[src/rtl/sha256_pkg.sv]
// Shared constants and the sequencing state type for the SHA-256 message schedule.
package sha256_pkg;

  localparam int WORD_W    = 32;
  localparam int WIN_DEPTH = 16;
  localparam int ROUNDS    = 64;

  typedef enum logic {
    LOAD = 1'b0,
    EMIT = 1'b1
  } sched_state_e;

endpackage

[src/rtl/sha256_w_expand.sv]
// Combinational SHA-256 schedule expansion: W[t] from W[t-16], W[t-15], W[t-7], W[t-2].
module sha256_w_expand
  import sha256_pkg::*;
(
  input  logic [WORD_W-1:0] w_m16,
  input  logic [WORD_W-1:0] w_m15,
  input  logic [WORD_W-1:0] w_m7,
  input  logic [WORD_W-1:0] w_m2,
  output logic [WORD_W-1:0] w_new
);

  function automatic logic [WORD_W-1:0] sig0(input logic [WORD_W-1:0] x);
    return {x[6:0], x[31:7]} ^ {x[17:0], x[31:18]} ^ (x >> 3);
  endfunction

  function automatic logic [WORD_W-1:0] sig1(input logic [WORD_W-1:0] x);
    return {x[16:0], x[31:17]} ^ {x[18:0], x[31:19]} ^ (x >> 10);
  endfunction

  // Four-operand modular add; carries out of bit 31 are dropped by the width.
  always_comb begin
    w_new = w_m16 + sig0(w_m15) + w_m7 + sig1(w_m2);
  end

endmodule

[src/rtl/sha256_msg_sched.sv]
// SHA-256 message-schedule sequencer: loads 16 words, then streams W[0]..W[63]
// from a 16-word sliding window refilled by one shared expansion datapath.
module sha256_msg_sched
  import sha256_pkg::*;
(
  input  logic              clk,
  input  logic              reset_n,
  input  logic              in_valid,
  output logic              in_ready,
  input  logic [WORD_W-1:0] in_word,
  output logic              w_valid,
  input  logic              w_ready,
  output logic [WORD_W-1:0] w_out,
  output logic [5:0]        w_idx,
  output logic              w_last,
  output logic              busy
);

  sched_state_e      r_state;
  logic [3:0]        r_ld_cnt;
  logic [5:0]        r_idx;
  logic [WORD_W-1:0] r_win [WIN_DEPTH];

  logic              w_in_hs;
  logic              w_out_hs;
  logic [WORD_W-1:0] w_exp;

  assign w_in_hs  = (r_state == LOAD) && in_valid;
  assign w_out_hs = (r_state == EMIT) && w_ready;

  sha256_w_expand u_expand (
    .w_m16 (r_win[0]),
    .w_m15 (r_win[1]),
    .w_m7  (r_win[9]),
    .w_m2  (r_win[14]),
    .w_new (w_exp)
  );

  always_ff @(posedge clk) begin
    if (!reset_n) begin
      r_state  <= LOAD;
      r_ld_cnt <= '0;
      r_idx    <= '0;
      for (int k = 0; k < WIN_DEPTH; k++) r_win[k] <= '0;
    end else begin
      // Window shifts on either handshake; only the refill source differs.
      if (w_in_hs || w_out_hs) begin
        for (int k = 0; k < WIN_DEPTH - 1; k++) r_win[k] <= r_win[k+1];
        r_win[WIN_DEPTH-1] <= w_in_hs ? in_word : w_exp;
      end
      case (r_state)
        LOAD: begin
          if (w_in_hs) begin
            if (r_ld_cnt == 4'(WIN_DEPTH - 1)) begin
              r_ld_cnt <= '0;
              r_idx    <= '0;
              r_state  <= EMIT;
            end else begin
              r_ld_cnt <= r_ld_cnt + 4'd1;
            end
          end
        end
        EMIT: begin
          if (w_out_hs) begin
            if (r_idx == 6'(ROUNDS - 1)) begin
              r_idx   <= '0;
              r_state <= LOAD;
            end else begin
              r_idx <= r_idx + 6'd1;
            end
          end
        end
        default: r_state <= LOAD;
      endcase
    end
  end

  assign in_ready = (r_state == LOAD);
  assign w_valid  = (r_state == EMIT);
  assign busy     = (r_state == EMIT);
  assign w_out    = r_win[0];
  assign w_idx    = r_idx;
  assign w_last   = (r_state == EMIT) && (r_idx == 6'(ROUNDS - 1));

endmodule

[config.mk]
export PLATFORM = sky130hd
export DESIGN_NAME = sha256_msg_sched
export DESIGN_NICKNAME = d
export VERILOG_FILES = /design/src/rtl/sha256_pkg.sv /design/src/rtl/sha256_w_expand.sv /design/src/rtl/sha256_msg_sched.sv
export SDC_FILE = /design/constraint.sdc
export NUM_CORES = 1
export LEC_CHECK = 0
export ABC_AREA = 0
export BUFFER_PORTS_ARGS = -buffer_cell sky130_fd_sc_hd__clkbuf_2
export CAP_MARGIN = 10
export CORE_UTILIZATION = 62
export DETAILED_ROUTE_END_ITERATION = 10
export MAX_ROUTING_LAYER = met4
export PLACE_DENSITY_LB_ADDON = 0.12
export SETUP_SLACK_MARGIN = 0.2
export SKIP_CTS_REPAIR_TIMING = 1
export SLEW_MARGIN = 40
export SYNTH_ARGS = -nofsm -noshare
export SYNTH_HDL_FRONTEND = slang
export SYNTH_SLANG_ARGS = --single-unit
[constraint.sdc]
create_clock -name clk -period 17.45 [get_ports clk]
set_input_delay 0.8725 -clock clk [delete_from_list [all_inputs] [get_ports clk]]
set_output_delay 0.8725 -clock clk [all_outputs]
set_load 0.01 [all_outputs]
==> reports/qor.csv <==
stage,metric,value,unit
run_status,status,"finished, final reports clean",
timing,rsz0062_at_grt,no,
synth,synthCells,1788,
synth,synth_edf_count,512,
timing,finalCriticalPeriod,4571,ps
floorplan,dieWidth,200.1,um
route,first_pass_iters,5,
run,maxCapViolCount,0,
setup_path,cp-start-kind,flip-flop,
setup_path,path_class,flip-flop to flip-flop,
setup_path,worst_ep_arrival_time,4900,ps
timing,setup_viol,0,
clock_network,path_clk_slew,60,ps
placement,portBuffers,77,
setup_path,cp_slowest_cell,fa_1,
global_route,gr-total-overflow,0,
synth,synth_area,24330,um^2
setup_path,slowest_delay,480,ps
floorplan,die_h,200.1,um
power,p_leak,10.65,nW
power,p_int,2.742,mW
floorplan,core,38650,um^2
synth,async_reset_ff_share,0,%
route,wirelength,48920,um
placement,dpl.hpwl,33730,um
synth,ys_ff_latch,523,
floorplan,rows,72,
setup_path,reg2reg_slack,12880,ps
final_layout,diodes,0,
route,drc_errors,0,
power,p_switching,1.517,mW
power,total_power,4.259,mW
floorplan,ios,78,
synth,ys_warn_count,0,
global_route,grt_pass1_vias,12351,
synth,synth_flop_cell,edfxtp_1,
timing,period_share,26.19,%
timing,timing.slew.headroom,46.92,%
clock_network,cts_buffer_depth,3,
power,power_frac_clock,24.3,%
timing,clock_skew,14.64,ps
power,powerDensity,160.5,nW/um^2
power,power_switching_share,35.62,%
synth,ys_seq_area_share,64.10,%
route,vias_per_cell,5.406,
synth,synth_nets,1919,
global_route,grt_pass1_wl,74090,um
floorplan,die-area,40040,um^2
placement,gp_congestion,0.9325,
global_route,grt_max_degree,128,
min_path,hold_class,flip-flop to flip-flop,
final_layout,nets,1956,
power,ir_drop,0.00008693,V
final_layout,area_growth,9.093,%
global_route,antenna_found_initial,0,
floorplan,start_util,62.95,%
power,seqPwrFrac,38.0,%
synth,syn_avg_cell_area,13.61,um^2
timing,finalSetupTns,0,ps
timing,tightest_slew,794.5,ps
setup_path,required,17780,ps
clock_network,cts_buffers,52,
setup_path,crit_fanout,4,
route,detail-route-antenna-nets,0,
clock_network,cts.sinks,523,
clock_network,cts_max_level,2,
route,routedWlPerCell,20.53,um
clock_network,cts-root-buf,clkbuf_16,
setup_path,path_cells,"xnor2_1, xnor2_1, fa_1, inv_1, fa_1, inv_1, ha_1, inv_1, fa_1, and2b_1, o211ai_1, a2111o_1, a21bo_1, a21oi_2, o21ai_1, a32o_1",
timing,fmax,218.8,MHz
clock_network,insertion_delay,590,ps
route,vias,12883,
power,combPwrFrac,37.6,%
synth,netlist-cell-type-count,65,
timing,slew_violations,0,
route,drtIter0Drc,1280,
global_route,grt_use_total,26.38,%
final_layout,drive_above_1_share,9.115,%
timing,hold_violations,0,
setup_path,cp-end-kind,flip-flop,
clock_network,cts_tree,yes,
==> cell usage in the layout (no fill, tap or decap), types with 3 or more instances in the layout <==
master and n:
clkinv_1 15, fa_1 62, and2_1 491, ha_1 33
o21bai_1 3, a211oi_1 7, a32o_1 4, buf_6 4
a21boi_1 4, dfxtp_1 11, clkbuf_2 76, o21ai_1 10
clkbuf_16 53, nand3_1 13, nor3_1 5, and3_1 8
a21oi_2 3, xnor2_1 120, nor2_1 18, nor2b_1 4
clkbuf_1 13, a21boi_0 7, o21a_1 3, o21ai_0 32
nand4_1 9, nand2_1 68, clkinv_2 9, xor2_1 24
a21oi_1 33, edfxtp_1 512, nand3b_1 3, inv_1 140
o211ai_1 5, a21o_1 4, buf_4 3, or3_1 7
==> cells in the mapped netlist, drive strengths merged, types with 6 or more instances <==
library cell / count / area [um^2]
and3: 8 / 50.05
and2: 494 / 3095
or3: 8 / 51.30
nor3: 6 / 35.03
nand2: 69 / 259.0
a21oi: 36 / 191.4
clkbuf: 62 / 232.7
inv: 141 / 529.3
fa: 62 / 1241
o21ai: 43 / 219.0
nand3: 13 / 65.06
a211oi: 7 / 52.55
xnor2: 120 / 1051
a21boi: 12 / 90.09
nand4: 9 / 56.30
edfxtp: 512 / 15370
xor2: 24 / 210.2
ha: 33 / 412.9
dfxtp: 11 / 220.2
nor2: 18 / 67.56
buf: 42 / 329.1
==> power by group through the flow <==
stage	Sequential [mW]	Combinational [mW]	Clock, mW
global route	1.63	1.76	1.10
detailed placement	1.64	1.55	0
global placement	1.64	1.54	0
finish	1.62	1.60	1.04
floorplan	1.63	1.17	0
CTS	1.62	1.57	1.06
==> registers in the layout, indices dropped and copies added (netlist names) <==
register / count
r_ld_cnt: 4
r_win: 512
busy: 1
w_idx: 6
==> cell families (layout without fill, tap and decap cells) <==
| logic type | after synthesis | count (layout) | share of synthesized area, % |
|---|---|---|---|
| muxes | 3 | 3 | 0.1286 |
| buffers and inverters | 245 | 322 | 4.485 |
| AOI/OAI and AO/OA | 137 | 137 | 3.688 |
| xor gates and xnor gates | 144 | 144 | 5.184 |
| DFF | 523 | 523 | 64.10 |
| adders and majority gates | 95 | 95 | 6.799 |
| and+or+nand+nor | 641 | 641 | 15.61 |
==> stage by stage <==
stage | std cells | util [%] | area, um^2 | worst slack [ps] | hold slack, ps
CTS | 2383 | 68.66 | 26540 | 12910 | 504.7
global route | 2383 | 68.67 | 26540 | 12660 | 520.8
finish | 2383 | 68.67 | 26540 | 12880 | 510.1
floorplan | 1788 | - | 24330 | 4044 | 473.5
global placement | 2287 | 64.45 | 24910 | 12860 | 479.9
detailed placement | 2289 | 64.65 | 24980 | 12940 | 495.8
==> critical path: cells and delay by family (launching register included) <==
kind	cells	cell delay [ps]
xor gates and xnor gates	2	480
buffers and inverters	3	260
and+or+nand+nor	1	260
DFF	1	470
adders and majority gates	4	1480
AOI/OAI and AO/OA	6	1360
==> area by class of cell <==
| cell class | instances | area (um^2) |
|---|---|---|
| clock buffers | 66 | 1375 |
| multi-input cells | 1020 | 7672 |
| flip-flops and latches | 523 | 15600 |
| well taps | 518 | 648.1 |
| fillers | 2685 | 12110 |
| inverters | 141 | 529.3 |
| clock inverters | 28 | 177.7 |
| repair buffers | 87 | 543.0 |
==> worst paths after layout <==
path	from	end	cells after the start
setup / recovery	r_win[0][40]$_SDFFCE_PN0P_	r_win[0][507]$_SDFFCE_PN0P_	16
hold / removal	w_idx[5]$_SDFFE_PN0P_	w_idx[5]$_SDFFE_PN0P_	2
setup reg to reg	r_win[0][40]$_SDFFCE_PN0P_	r_win[0][507]$_SDFFCE_PN0P_	16
hold reg to reg	w_idx[5]$_SDFFE_PN0P_	w_idx[5]$_SDFFE_PN0P_	2
==> routing by layer <==
| layer | GRT usage, % | share of wire, % |
|---|---|---|
| met1 | 38.82 | 46 |
| met2 | 36.39 | 43 |
| met3 | 6.351 | 8.7 |
| met4 | 8.058 | 2.5 |
| met5 | - | 0 |
No activity file was read; power rests on OpenSTA's default activity.
